File: src/rtl/prep_window_ctrl.sv
// Sequencer for a line-buffer window chain: counts pixels, drives the shift enable, flags centred
// windows and drains the chain with zero rows at frame end. Optional border flags: PREP_WCTRL_BORDER_EN.
//
// state  | meaning
// IDLE   | waiting for the first pixel of a frame
// FILL   | priming the top HALF rows, no windows yet
// ACTIVE | every accepted pixel yields a centred window
// FLUSH  | shifting zero pixels to drain the chain
// DONE   | frame finished, counters cleared
module prep_window_ctrl #(
   parameter int WIDTH = 17,
   parameter int ROWS  = 17,
   parameter int ROW_W = 10,
   parameter int COL_W = $clog2(WIDTH)
) (
   input  logic             clk,
   input  logic             rst,
   input  logic             valid_i,
   input  logic             done_i,
   output logic             lb_en_o,
   output logic             pad_o,
   output logic             window_valid_o,
   output logic [ROW_W-1:0] out_row_o,
   output logic [COL_W-1:0] out_col_o,
   output logic [3:0]       border_o,
   output logic             frame_done_o,
   output logic             err_o
);

   localparam int HALF = (ROWS - 1) / 2;
   localparam int FL_W = $clog2((HALF + 1) * WIDTH + 1);
   localparam logic [ROW_W-1:0] HALF_R = ROW_W'(HALF);

   typedef enum logic [2:0] {
      S_IDLE,
      S_FILL,
      S_ACTIVE,
      S_FLUSH,
      S_DONE
   } state_t;

   state_t           state;
   logic [COL_W-1:0] in_col;
   logic [ROW_W-1:0] in_row;
   logic [FL_W-1:0]  flush_cnt;

   logic             accepting;
   logic             col_wrap;
   logic             row_sat;
   logic             row_ovf;
   logic             shift_win;
   logic             flush_go;
   logic [COL_W-1:0] col_nxt;
   logic [ROW_W-1:0] row_nxt;
   logic [FL_W-1:0]  flush_len;

   assign accepting = (state == S_IDLE) | (state == S_FILL) | (state == S_ACTIVE);
   assign lb_en_o   = (valid_i & accepting) | (state == S_FLUSH);
   assign pad_o     = (state == S_FLUSH);
   assign col_wrap  = (in_col == COL_W'(WIDTH - 1));
   assign row_sat   = (in_row == {ROW_W{1'b1}});
   assign shift_win = lb_en_o & (in_row >= HALF_R);

   // A done pulse in IDLE with a pixel alongside still counts as a (one-pixel) frame.
   assign flush_go  = done_i & ((state == S_FILL) | (state == S_ACTIVE) |
                                ((state == S_IDLE) & valid_i));

   always_comb begin
      col_nxt = in_col;
      row_nxt = in_row;
      row_ovf = 1'b0;
      if (lb_en_o) begin
         if (col_wrap) begin
            col_nxt = '0;
            if (row_sat) begin
               row_ovf = 1'b1;
            end else begin
               row_nxt = in_row + ROW_W'(1);
            end
         end else begin
            col_nxt = in_col + COL_W'(1);
         end
      end
      // Pad out a partial last row, then HALF full zero rows to centre the bottom rows.
      flush_len = FL_W'(HALF * WIDTH);
      if (col_nxt != '0) begin
         flush_len = FL_W'(HALF * WIDTH) + FL_W'(WIDTH) - FL_W'(col_nxt);
      end
   end

   always_ff @(posedge clk or posedge rst) begin
      if (rst) begin
         state          <= S_IDLE;
         in_col         <= '0;
         in_row         <= '0;
         flush_cnt      <= '0;
         window_valid_o <= 1'b0;
         out_row_o      <= '0;
         out_col_o      <= '0;
         frame_done_o   <= 1'b0;
         err_o          <= 1'b0;
      end else begin
         window_valid_o <= shift_win;
         if (shift_win) begin
            out_row_o <= in_row - HALF_R;
            out_col_o <= in_col;
         end
         frame_done_o <= (state == S_DONE);
         in_col       <= col_nxt;
         in_row       <= row_nxt;

         if (row_ovf) begin
            err_o <= 1'b1;
         end
         if (valid_i & ((state == S_FLUSH) | (state == S_DONE))) begin
            err_o <= 1'b1;
         end

         if (flush_go) begin
            state     <= S_FLUSH;
            flush_cnt <= flush_len;
            if (col_nxt != '0) begin
               err_o <= 1'b1;
            end
         end else begin
            case (state)
               S_IDLE: begin
                  if (done_i) begin
                     state <= S_DONE;
                  end else if (valid_i) begin
                     state <= S_FILL;
                  end
               end
               S_FILL: begin
                  if (row_nxt >= HALF_R) begin
                     state <= S_ACTIVE;
                  end
               end
               S_ACTIVE: begin
                  state <= S_ACTIVE;
               end
               S_FLUSH: begin
                  flush_cnt <= flush_cnt - FL_W'(1);
                  if (flush_cnt == FL_W'(1)) begin
                     state <= S_DONE;
                  end
               end
               S_DONE: begin
                  in_col <= '0;
                  in_row <= '0;
                  state  <= S_IDLE;
               end
               default: begin
                  state <= S_IDLE;
               end
            endcase
         end
      end
   end

`ifdef PREP_WCTRL_BORDER_EN
   // pad_row marks that the current flush row is entirely padding (below the image).
   logic pad_row;

   always_ff @(posedge clk or posedge rst) begin
      if (rst) begin
         pad_row  <= 1'b0;
         border_o <= 4'b0000;
      end else begin
         if (flush_go) begin
            pad_row <= (col_nxt == '0);
         end else if ((state == S_FLUSH) && col_wrap) begin
            pad_row <= 1'b1;
         end else if (state == S_DONE) begin
            pad_row <= 1'b0;
         end
         if (shift_win) begin
            border_o <= {((in_row - HALF_R) < HALF_R),
                         (pad_o & pad_row),
                         (in_col < COL_W'(HALF)),
                         (in_col >= COL_W'(WIDTH - HALF))};
         end
      end
   end
`else
   assign border_o = 4'b0000;
`endif

endmodule

File: config.mk
export PLATFORM = sky130hd
export DESIGN_NAME = prep_window_ctrl
export DESIGN_NICKNAME = d
export VERILOG_FILES = /design/src/rtl/prep_window_ctrl.sv
export SDC_FILE = /design/constraint.sdc
export NUM_CORES = 1
export LEC_CHECK = 0
export CAP_MARGIN = 0
export CORE_ASPECT_RATIO = 0.9
export CORE_MARGIN = 8
export CORE_UTILIZATION = 52
export CTS_CLUSTER_SIZE = 10
export DETAILED_ROUTE_END_ITERATION = 7
export HOLD_SLACK_MARGIN = 0.02
export PLACE_DENSITY = 0.71
export SLEW_MARGIN = 20
export SYNTH_ARGS = -nofsm -noshare
export SYNTH_HDL_FRONTEND = slang
export SYNTH_SLANG_ARGS = --single-unit
File: constraint.sdc
create_clock -name clk -period 3.75 [get_ports clk]
set_clock_uncertainty 0.2 [all_clocks]
set_input_delay 0.5625 -clock clk [delete_from_list [all_inputs] [get_ports clk]]
set_output_delay 0.5625 -clock clk [all_outputs]
set_load 0.05 [all_outputs]
# ---- Yosys cells after proc, flatten, opt, wreduce, memory -nomap -nowiden
# Cells that the tools add are included.
dict set report classes {
  n_mux 25
  order_cmp 2
  n_eq_ne 10
  n_shift 0
  n_reduce_logical 4
  n_mul 0
  div 0
  add_sub_neg 5
  bitwise 11
}
# operator count
set ops {}
lappend ops {{$mux 10} 5}
lappend ops {{$mux 8} 3}
lappend ops {{$ge 10x4->1 const B} 2}
lappend ops {{$mux 5} 4}
lappend ops {{$mux 3} 5}
lappend ops {{$pmux 3 s4} 1}
lappend ops {{$add 10x1->10 const B} 1}
lappend ops {{$eq 10x10->1 const B} 1}
lappend ops {{$sub 10x4->10 const B} 1}
lappend ops {{$eq 8x1->1 const B} 1}
lappend ops {{$sub 8x1->8 const B} 1}
lappend ops {{$sub 8x5->8 const A} 1}
lappend ops {{$mux 1} 7}
lappend ops {{$eq 3x2->1 const B} 2}
lappend ops {{$or 1x1->1} 6}
lappend ops {{$add 5x1->5 const B} 1}
lappend ops {{$and 1x1->1} 5}
lappend ops {{$eq 5x5->1 const B} 1}
lappend ops {{$reduce_bool 5->1} 1}
lappend ops {{$ne 4x4->1 const B} 1}
lappend ops {{$eq 3x1->1 const B} 1}
lappend ops {{$eq 3x3->1 const B} 1}
lappend ops {{$logic_not 3->1} 1}
lappend ops {{$ne 3x1->1 const B} 1}
lappend ops {{3 further kinds} 3}
dict set report word_totals {
  latchBits 0
  rom_bits 0
  register_bits 44
  memories 0
  ram_bits 0
  wordCells 66
}

# ---- Depth between registers and ports, before layout
# Gate-level depths: netlist (run 1).
dict set report logic_depth {
  ltp_word 10
  mapped_depth 9
  ltp_nobuf 9
}

# ---- Least setup slack after synthesis (run 1)
# OpenSTA, ideal clock, no wires.
dict set report synth_timing {
  path_type {reg-to-reg}
  startpoint {reg in_col[0]}
  endpoint {reg state[1]}
  setup_slack_ps 1126
  arrival_time_ps 2304
  n_path_buf 0
  stages_incl_launch_ff 9
  cell_sequence {dfrtp_1 inv_1 ha_1 nand4bb_4 or4b_4 or4b_4 xnor2_2 nand4_1 a31o_1}
}
dict set report synth_via {
  elab_chain_cells 6
}
# element line
set synth_lines {}
lappend synth_lines {{from (decl)} 43} ;# logic [COL_W-1:0] in_col;
lappend synth_lines {{from (signal assigned)} 109} ;# in_col <= col_nxt;
lappend synth_lines {{$eq 5x5->1} 60} ;# assign col_wrap = (in_col == COL_W'(WIDTH - 1));
lappend synth_lines {{$mux 10} 73} ;# if (col_wrap) begin
lappend synth_lines {{$mux 10} 72} ;# if (lb_en_o) begin
lappend synth_lines {{$ge 10x4->1} 135} ;# if (row_nxt >= HALF_R) begin
lappend synth_lines {{$ne 3x2->1 (no source line)} -}
lappend synth_lines {{$reduce_and 3->1 (no source line)} -}
lappend synth_lines {{to (signal assigned)} 136} ;# state <= S_ACTIVE;
lappend synth_lines {{to (signal assigned)} 140} ;# state <= S_ACTIVE;
lappend synth_lines {{to (signal assigned)} 145} ;# state <= S_DONE;
lappend synth_lines {{to (decl)} 42} ;# state_t state;
# Every way passes these cells.
# A chain may end at the register's enable or synchronous reset.

# ---- Final worst setup path (run 1)
dict set report layout_timing {
  startpoint {in valid_i}
  endpoint {out lb_en_o}
}
dict set report layout_via {
  elab_chain_cells 2
}
# element line
set layout_lines {}
lappend layout_lines {{from (decl)} 18} ;# input logic valid_i,
lappend layout_lines {{$and 1x1->1} 58} ;# assign lb_en_o = (valid_i & accepting) | (state == S_FLUSH);
lappend layout_lines {{$or 1x1->1} 58}
lappend layout_lines {{to (decl)} 20} ;# output logic lb_en_o,
# Every way passes these cells.

==> results.sh, run 1 <==
export IMPL_syn_area_um2=2605
export IMPL_cts_resized=0
export IMPL_hpwlAfterDp_mm=3.949
export IMPL_fillers=430
export IMPL_numCtsBuffers=5
export IMPL_ys_seq_area_frac=0.4227
export IMPL_utilization=0.6097
export IMPL_r2r_end="state[1]$_DFFE_PP0P_"
export IMPL_worst_slew_pin_slew_ps=717.7
export IMPL_multi_input_area_um2=1366
export IMPL_fmax_ghz=0.2984
export IMPL_arrival_ps=2590
export IMPL_ctsHoldBuffers=0
export IMPL_min_delay_path_depth=2
export IMPL_ys_ff_latch=44
export IMPL_synth_top_cell_area_share=0.4227
export IMPL_clk_path_buf_depth=2
export IMPL_slew_headroom=0.5186
export IMPL_fin_setup_tns_ps=0
export IMPL_finalCriticalPeriod_ps=3352
export IMPL_nets=314
export IMPL_ys_flop_type="dfrtp_1"
export IMPL_coreArea_um2=4835
export IMPL_status="completed"
export IMPL_critPathKind="input port to output pin"
export IMPL_cts_root_buf="clkbuf_8"
export IMPL_worstHoldStart="out_col_o[0]$_DFFE_PP0P_"
export IMPL_drive_gt1_frac=0.07616
export IMPL_rsz0062_at_grt="no"
export IMPL_wl_per_cell_um=14.32
export IMPL_globalRouteTotalUtil=0.1449
export IMPL_die_area_um2=7533
export IMPL_grt_pass1_wl_mm=9.052
export IMPL_drc=0
export IMPL_antenna_found_initial=0
export IMPL_num_vias=1982
export IMPL_io_pin_count=28
export IMPL_register_area_um2=1101
export IMPL_drt_pre_antenna_iters=4
export IMPL_via_per_inst=5.401
export IMPL_cts_sinks=44
export IMPL_hold_viol_final=0
export IMPL_crit_chain="clkdlybuf4s50_1 > a21oi_2 > or2_2 > inv_2 > clkdlybuf4s50_1"
export IMPL_maxCapViolations=0
export IMPL_reg2reg_from="in_col[0]$_DFF_PP0_"
export IMPL_drt_initial_drc_count=170
export IMPL_worstSetupStartpoint="valid_i"
export IMPL_gp_congestion=0.8799
export IMPL_synth_area_top_cells="dfrtp_1 42%, nand2_1 5.0%, xnor2_1 5.0%"
export IMPL_crit_path_end_kind="output pin"
export IMPL_power_density_nw_per_um2=913.8
export IMPL_n_antenna_cell=0
export IMPL_syn_avg_cell_area_um2=9.173
export IMPL_portBuffers=23
export IMPL_syn2layout_area_growth_pct=13.16
export IMPL_min_to="out_col_o[0]$_DFFE_PP0P_"
export IMPL_cp_required_ps=2990
export IMPL_ys_async_sr_fraction=1.000
export IMPL_vdd_ir_drop_max_mv=0.4847
export IMPL_first_global_vias=1858
export IMPL_synthCells=284
export IMPL_yosysUniqueCellTypes=55
export IMPL_synth_edf_count=0
export IMPL_postCtsSetupRepairBufs=0
export IMPL_cp_start_kind="input port"
export IMPL_cts_tree="done"
export IMPL_synth_warnings=0
export IMPL_row_count=24
export IMPL_max_stage_delay_ps=830
export IMPL_clk_pin_slew_worst_paths_ps=70
export IMPL_reg2reg_slack_ps=880
export IMPL_critPathMaxFanout=10
export IMPL_slew_violations=0
export IMPL_crit_path_top_delay_cell="clkdlybuf4s50_1"
export IMPL_cts_max_level=2
export IMPL_ant_nets=0
export IMPL_setup_violations=0
export IMPL_drt_total_wl_mm=5.256
export IMPL_hold_class="flip-flop to flip-flop"
export IMPL_power_leakage_uw=0.001286
export IMPL_die_h_um=83.15
export IMPL_finalPower_uw=2694
export IMPL_period_share=0.8938
export IMPL_start_util=0.5388
export IMPL_cpMostUsedCell="clkdlybuf4s50_1"
export IMPL_overflow=0
export IMPL_yosys_area_top_type="dfrtp_1"
export IMPL_insertion_delay_ps=290
export IMPL_grt_max_degree=25
export IMPL_die_w_um=90.61
export IMPL_worstRegToRegCells=8
-- registers in the layout (all words and copies together) (netlist names) --
signal	count
flush_cnt	8
out_row_o	10
out_col_o	5
in_col	5
in_row	10
window_valid_o	1
state	3
frame_done_o	1
err_o	1
-- cells by family (layout without fill, tap and decap cells) --
logic type / count (synthesis) / in the layout / synth area share
adder cells (fa/ha/maj): 9 / 9 / 0.04323
AO/OA/AOI/OAI: 45 / 45 / 0.1153
XOR/XNOR: 23 / 23 / 0.08022
other: 1 / 4 / 0.001440
flip-flops: 44 / 44 / 0.4227
AND/OR/NAND/NOR: 120 / 120 / 0.2469
buffers and inverters: 34 / 49 / 0.05907
multiplexers: 8 / 8 / 0.03122
-- how the worst max path moves through the flow --
stage | endpoint
after global placement | lb_en_o
after floorplan | state[1]$_DFFE_PP0P_
after CTS | lb_en_o
after global routing | lb_en_o
after detailed placement | lb_en_o
final | lb_en_o
-- report_power, final --
part	leakage, uW	total, uW	switching, uW	internal (uW)
Sequential	0.000553	898	229	669
Combinational	0.000688	1500	912	586
Clock	0.0000455	298	148	150
Total	0.00129	2690	1290	1410
-- layer usage --
layer	GRT usage	wire length, um	part of all wire	up-vias
li1	-	-	-	1011
met1	0.2084	2724	0.52	916
met2	0.2011	2182	0.42	48
met3	0.03777	284	0.054	7
met4	0.05438	65	0.012	0
met5	0	0	0	-
-- cells in the mapped netlist (all sizes together) (3+ instances only) --
cell,count
nand4,5
nand2,35
a21oi,10
mux2i,7
nor4,6
a31oi,3
inv,15
and3,3
clkbuf,11
o21ai,13
xor2,7
or3,5
nor3,8
nand3,11
a22o,4
ha,9
buf,8
nand2b,3
nor2,25
nand3b,3
xnor2,16
dfrtp,44
-- layout make-up --
type | instances | area share
multi-input combinational | 209 | 0.4635
timing repair buffer | 26 | 0.08574
clock buffer | 8 | 0.03056
tap | 65 | 0.02759
sequential | 44 | 0.3735
inverter | 15 | 0.01910
-- cells in the final DEF (no fill, tap or decap), drive strengths merged, types with 3 or more instances in the layout --
cell type	count
or3	5
xnor2	16
nand3	11
ha	9
and3	3
clkbuf	8
nand3b	3
a22o	4
clkdlybuf4s50	23
nor3	8
conb	4
xor2	7
a31oi	3
inv	14
mux2i	7
nand2	35
nand4	5
buf	3
nor4	6
a21oi	10
dfrtp	44
nand2b	3
nor2	25
o21ai	13
-- stage by stage --
step	cell area (um^2)	hold WS (ps)	std cells	setup slack, ps
2_1_floorplan	2616	292.8	287	1126
3_3_place_gp	2858	260.5	359	435.6
3_5_place_dp	2858	267.3	359	395.8
4_1_cts	2948	286.8	367	388.4
5_1_grt	2948	306.1	367	318.9
6_report	2948	277.5	367	398.4
-- critical path, delay by kind of cell --
kind                   cells  cell delay, ps
AOI/OAI and AO/OA          1             120
buffers and inverters      3            1540
and+or+nand+nor            1             360
No activity file was read; power rests on OpenSTA's default activity.
==> inputs of run 2 (changes only) <==
--- a/config.mk
+++ b/config.mk
@@ -6,13 +6,15 @@
 export NUM_CORES = 1
 export LEC_CHECK = 0
 export CAP_MARGIN = 0
+export CELL_PAD_IN_SITES_DETAIL_PLACEMENT = 0
+export CELL_PAD_IN_SITES_GLOBAL_PLACEMENT = 1
 export CORE_ASPECT_RATIO = 0.9
 export CORE_MARGIN = 8
-export CORE_UTILIZATION = 52
+export CORE_UTILIZATION = 43
 export CTS_CLUSTER_SIZE = 10
 export DETAILED_ROUTE_END_ITERATION = 7
 export HOLD_SLACK_MARGIN = 0.02
-export PLACE_DENSITY = 0.71
+export PLACE_DENSITY = 0.76
 export SLEW_MARGIN = 20
 export SYNTH_ARGS = -nofsm -noshare
 export SYNTH_HDL_FRONTEND = slang
==> run 2 against run 1 <==
Final area is 1.7% higher. Die area is 17% higher. Critical path depth stayed put. Clock-buffer cell count is 2 lower. Via count is 3.6% higher. Core utilization is 11 points lower. Non-clock buffer count is 2 higher. Wire length is 7.4% higher. Total power is 3.5% higher. Register-to-register slack worse by 30 ps. Clock power is 29% higher. Global-route usage is 0.74 points lower.
==> results.sh, run 2 (synthesis results as in run 1) <==
export IMPL_clk_path_buf_depth=2
export IMPL_status="completed"
export IMPL_power_density_nw_per_um2=929.9
export IMPL_cpMostUsedCell="clkdlybuf4s50_1"
export IMPL_insertion_delay_ps=300
export IMPL_fmax_ghz=0.3072
export IMPL_postCtsSetupRepairBufs=0
export IMPL_critPathKind="input port to output pin"
export IMPL_final_common_cell="dfrtp_1"
export IMPL_utilization=0.5014
export IMPL_hold_class="flip-flop to flip-flop"
export IMPL_wl_per_cell_um=15.01
export IMPL_reg2reg_slack_ps=850
export IMPL_first_global_vias=2054
export IMPL_min_to="out_col_o[2]$_DFFE_PP0P_"
export IMPL_maxCapViolations=0
export IMPL_cts_root_buf="clkbuf_8"
export IMPL_syn2layout_area_growth_pct=15.08
export IMPL_period_share=0.8680
export IMPL_nets=316
export IMPL_n_antenna_cell=0
export IMPL_cts_resized=0
export IMPL_cts_max_level=2
export IMPL_num_vias=2053
export IMPL_ant_nets=0
export IMPL_globalRouteTotalUtil=0.1375
export IMPL_cts_sinks=44
export IMPL_drive_gt1_frac=0.08553
export IMPL_numCtsBuffers=5
export IMPL_vdd_ir_drop_max_mv=0.4090
export IMPL_grt_max_degree=26
export IMPL_fin_setup_tns_ps=0
export IMPL_io_pin_count=28
export IMPL_drt_total_wl_mm=5.645
export IMPL_crit_chain="clkdlybuf4s50_1 > a21oi_2 > or2_2 > inv_2 > clkdlybuf4s50_1"
export IMPL_overflow=0
export IMPL_crit_path_end_kind="output pin"
export IMPL_hpwlAfterDp_mm=4.091
export IMPL_worstSetupStartpoint="valid_i"
export IMPL_crit_path_top_delay_cell="clkdlybuf4s50_1"
export IMPL_drc=0
export IMPL_drt_pre_antenna_iters=4
export IMPL_die_w_um=98.05
export IMPL_antenna_found_initial=0
export IMPL_worstHoldStart="out_col_o[2]$_DFFE_PP0P_"
export IMPL_ctsHoldBuffers=0
export IMPL_via_per_inst=5.460
export IMPL_gp_congestion=0.8440
export IMPL_reg_largest_list="in_row x10, out_row_o x10, flush_cnt x8"
export IMPL_post_place_ws_ps=489.4
export IMPL_setup_slack_ps=494.9
export IMPL_r2r_end="state[1]$_DFFE_PP0P_"
export IMPL_rsz0062_at_grt="no"
export IMPL_arrival_ps=2490
export IMPL_row_count=27
export IMPL_coreArea_um2=5979
export IMPL_clk_pin_slew_worst_paths_ps=90
export IMPL_hold_ws_ps=279.6
export IMPL_drt_initial_drc_count=150
export IMPL_worstRegToRegCells=8
export IMPL_cp_start_kind="input port"
export IMPL_die_area_um2=8808
export IMPL_power_leakage_uw=0.001311
export IMPL_finalCriticalPeriod_ps=3255
export IMPL_hold_viol_final=0
export IMPL_worst_slew_pin_slew_ps=846.8
export IMPL_portBuffers=23
export IMPL_cp_required_ps=2990
export IMPL_final_cell_mix="44 x dfrtp_1, 35 x nand2_1, 25 x nor2_1"
export IMPL_max_stage_delay_ps=830
export IMPL_setup_violations=0
export IMPL_cts_tree="done"
export IMPL_die_h_um=89.84
export IMPL_grt_pass1_wl_mm=10.11
export IMPL_min_delay_path_depth=2
export IMPL_slew_headroom=0.4311
export IMPL_reg2reg_from="in_col[0]$_DFF_PP0_"
export IMPL_critPathMaxFanout=8
export IMPL_slew_violations=0
export IMPL_start_util=0.4357
[run 2: report_power, final]
| group | internal, uW | switching (uW) |
|---|---|---|
| clock | 218 | 167 |
| sequential | 668 | 233 |
| combinational | 595 | 906 |
[run 2: cell type report]
class                   instances  area (um^2)
multi-input cells             209         1361
clock buffers                   6        82.58
well taps                      72        90.09
flip-flops and latches         44         1101
inverters                      15        56.30
fillers                       589         2982
clock inverters                 2        38.79
repair buffers                 28        267.8
[run 2: worst max-delay path by stage]
stage                           end  slack, ps
2_1_floorplan  state[1]$_DFFE_PP0P_       1130
3_3_place_gp                lb_en_o        500
3_5_place_dp                lb_en_o        490
4_1_cts                     lb_en_o        490
5_1_grt                     lb_en_o        410
6_report                    lb_en_o        490
[run 2: worst max-delay path, delay by kind of cell]
family | cells | cell delay (ps)
compound gates | 1 | 60
buf+inv | 3 | 1550
simple gates | 1 | 320
[run 2: routing by layer]
layer / GRT usage / part of all wire / up-vias
met5: 0 / 0 / -
met4: 0.03502 / 0.012 / 0
met3: 0.04931 / 0.058 / 8
met2: 0.2024 / 0.42 / 47
met1: 0.1853 / 0.51 / 975
li1: - / - / 1023
[run 2: per-stage QoR]
step,power [uW],cell area (um^2),instances
finish,2788,2998,376
global route,3022,2998,376
CTS,2815,2998,376
detailed placement,2416,2877,368
global placement,2407,2877,368
floorplan,2011,2616,287
==> inputs of run 3 (changes only) <==
--- a/config.mk
+++ b/config.mk
@@ -5,12 +5,13 @@
 export SDC_FILE = /design/constraint.sdc
 export NUM_CORES = 1
 export LEC_CHECK = 0
+export ABC_AREA = 1
 export CAP_MARGIN = 0
 export CELL_PAD_IN_SITES_DETAIL_PLACEMENT = 0
 export CELL_PAD_IN_SITES_GLOBAL_PLACEMENT = 1
 export CORE_ASPECT_RATIO = 0.9
 export CORE_MARGIN = 8
-export CORE_UTILIZATION = 43
+export CORE_UTILIZATION = 42
 export CTS_CLUSTER_SIZE = 10
 export DETAILED_ROUTE_END_ITERATION = 7
 export HOLD_SLACK_MARGIN = 0.02
==> run 3 against run 2 <==
Area after synthesis grew 4.4%. First-iteration DRC count is 65% lower. Flip-flop and latch count is the same. Die area up 5.7%. Wire length rose by 6.4%. Critical path depth decreased by 1. Critical endpoint unchanged. Sequential power is 8.1% lower. Core utilization is 1.9 points lower.
==> results.sh, run 3 <==
export IMPL_worstRegToRegCells=6
export IMPL_ys_flop_type="dfrtp_1"
export IMPL_grt_max_degree=32
export IMPL_cts_sinks=44
export IMPL_die_h_um=92.33
export IMPL_worst_slew_pin_slew_ps=939.9
export IMPL_clkPwrFrac=0.115
export IMPL_status="completed"
export IMPL_synthAdderAreaFrac=0.04142
export IMPL_drc=0
export IMPL_synth_warnings=0
export IMPL_reg_largest_list="in_row x10, out_row_o x10, flush_cnt x8"
export IMPL_cts_root_buf="clkbuf_8"
export IMPL_gp_congestion=0.7830
export IMPL_critPathKind="input port to output pin"
export IMPL_overflow=0
export IMPL_drt_pre_antenna_iters=5
export IMPL_synthTopCellsByCount="67 x nand2_1, 47 x inv_1, 44 x dfrtp_1, 39 x nor2_1, 23 x o21ai_0"
export IMPL_nets=381
export IMPL_fmax_ghz=0.3336
export IMPL_internal_power_uw=1350
export IMPL_row_count=28
export IMPL_portBuffers=23
export IMPL_critPathMaxFanout=16
export IMPL_combPwrFrac=0.585
export IMPL_num_vias=2188
export IMPL_synth_xor_area_share=0.03497
export IMPL_slew_headroom=0.3734
export IMPL_syn_area_um2=2719
export IMPL_min_delay_path_depth=2
export IMPL_drt_total_wl_mm=6.007
export IMPL_power_leakage_uw=0.001518
export IMPL_hold_class="flip-flop to flip-flop"
export IMPL_setup_violations=0
export IMPL_worstHoldStart="out_col_o[1]$_DFFE_PP0P_"
export IMPL_arrival_ps=2240
export IMPL_postCtsSetupRepairBufs=0
export IMPL_wl_per_cell_um=13.09
export IMPL_synthMuxAreaShare=0
export IMPL_cts_resized=0
export IMPL_ys_ff_latch=44
export IMPL_n_antenna_cell=0
export IMPL_crit_path_end_kind="output pin"
export IMPL_drive_gt1_frac=0.1084
export IMPL_netSwitchingPower_uw=1409
export IMPL_synth_top_family_by_area="simple AND/OR/NAND/NOR gates"
export IMPL_utilization=0.4820
export IMPL_synth_top_cell_area_share=0.4050
export IMPL_cp_required_ps=2990
export IMPL_ant_nets=0
export IMPL_synth_compound_area_share=0.1146
export IMPL_synth_area_top_cells="dfrtp_1 40%, nand2_1 9.2%, inv_1 6.5%"
export IMPL_syn_avg_cell_area_um2=7.858
export IMPL_grt_pass1_wl_mm=10.56
export IMPL_final_common_cell="nand2_1"
export IMPL_numCtsBuffers=5
export IMPL_power_share_sequential=0.300
export IMPL_first_global_vias=2180
export IMPL_coreArea_um2=6411
export IMPL_synth_simple_gate_area_frac=0.2964
export IMPL_cp_start_kind="input port"
export IMPL_ctsHoldBuffers=0
export IMPL_p_sw_frac=0.5106
export IMPL_antenna_found_initial=0
export IMPL_cts_tree="done"
export IMPL_start_util=0.4241
export IMPL_reg2reg_slack_ps=1470
export IMPL_vdd_ir_drop_max_mv=0.3002
export IMPL_yosysUniqueCellTypes=44
export IMPL_clk_pin_slew_worst_paths_ps=80
export IMPL_maxCapViolations=0
export IMPL_hpwlAfterDp_mm=4.530
export IMPL_power_density_nw_per_um2=892.7
export IMPL_min_to="out_col_o[1]$_DFFE_PP0P_"
export IMPL_die_area_um2=9308
export IMPL_slew_violations=0
export IMPL_rsz0062_at_grt="no"
export IMPL_die_w_um=100.8
export IMPL_finalCriticalPeriod_ps=2998
export IMPL_clk_path_buf_depth=2
export IMPL_ys_seq_area_frac=0.4050
export IMPL_globalRouteTotalUtil=0.1407
export IMPL_synth_edf_count=0
export IMPL_period_share=0.7994
export IMPL_via_per_inst=4.767
export IMPL_final_cell_mix="67 x nand2_1, 46 x inv_1, 44 x dfrtp_1"
export IMPL_syn2layout_area_growth_pct=13.67
export IMPL_yosys_area_top_type="dfrtp_1"
export IMPL_synth_most_common_cell="nand2_1"
export IMPL_ys_async_sr_fraction=1.000
export IMPL_reg2reg_from="in_row[5]$_DFF_PP0_"
export IMPL_insertion_delay_ps=300
export IMPL_cts_max_level=2
export IMPL_io_pin_count=28
export IMPL_hold_viol_final=0
export IMPL_r2r_end="out_col_o[2]$_DFFE_PP0P_"
export IMPL_synthCells=346
export IMPL_fin_setup_tns_ps=0
export IMPL_drt_initial_drc_count=53
-- run 3: changes by cell type after synthesis, sizes merged, moves of 9 or more --
cell    change
nor2       +20
nand2      +42
inv        +36
nand3      +12
xnor2      -15
o21ai      +17
clkbuf      -9
-- run 3: kinds of logic after synthesis --
kind of cell	Yosys count
AO/OA/AOI/OAI	51
flip-flops	44
other	1
buffers and inverters	65
XOR/XNOR	10
AND/OR/NAND/NOR	166
adder cells (fa/ha/maj)	9
-- run 3: per-layer routing --
| metal | part of all wire | track usage | vias up |
|---|---|---|---|
| li1 | - | - | 1152 |
| met1 | 0.51 | 0.1926 | 1000 |
| met2 | 0.45 | 0.2183 | 31 |
| met3 | 0.029 | 0.02624 | 5 |
| met4 | 0.010 | 0.04403 | 0 |
| met5 | 0 | 0 | - |
-- run 3: per-stage QoR --
stage,hold slack [ps],total power (uW),setup WS (ps),std cells,cell area (um^2)
after floorplan,281.3,2073,1665,349,2730
after global placement,264.6,2448,757.5,451,2999
after detailed placement,272.4,2464,736.3,451,3000
after CTS,292.8,2788,733.7,459,3090
after global routing,310.8,3004,684.9,459,3090
final,287.0,2759,752.2,459,3090
-- run 3: power by group through the flow --
stage | Combinational, uW | Clock [uW] | Sequential [uW]
after floorplan | 999 | 0 | 1070
after global placement | 1610 | 0 | 837
after detailed placement | 1630 | 0 | 838
after CTS | 1630 | 326 | 831
after global routing | 1800 | 340 | 862
final | 1610 | 318 | 828
-- run 3: final cells by class --
class                      instances  area, um^2
inverter                          52       201.4
fill                             658        3321
multi-input combinational        240        1340
tap                               90       112.6
timing repair buffer              25       245.2
clock buffer                       8       90.09
sequential                        44        1101
-- run 3: worst max-delay path by stage --
stage | startpoint | end | cells past startpoint
6_report | valid_i | lb_en_o | 4
3_5_place_dp | valid_i | lb_en_o | 4
3_3_place_gp | valid_i | lb_en_o | 4
4_1_cts | valid_i | lb_en_o | 4
2_1_floorplan | valid_i | flush_cnt[7]$_DFFE_PP0P_ | 11
5_1_grt | valid_i | lb_en_o | 4
-- run 3: worst max-delay path, stage by stage --
cell and delay (ps):
clkdlybuf4s50_1 540, nand2_2 130, nand2_8 160, clkdlybuf4s50_1 820
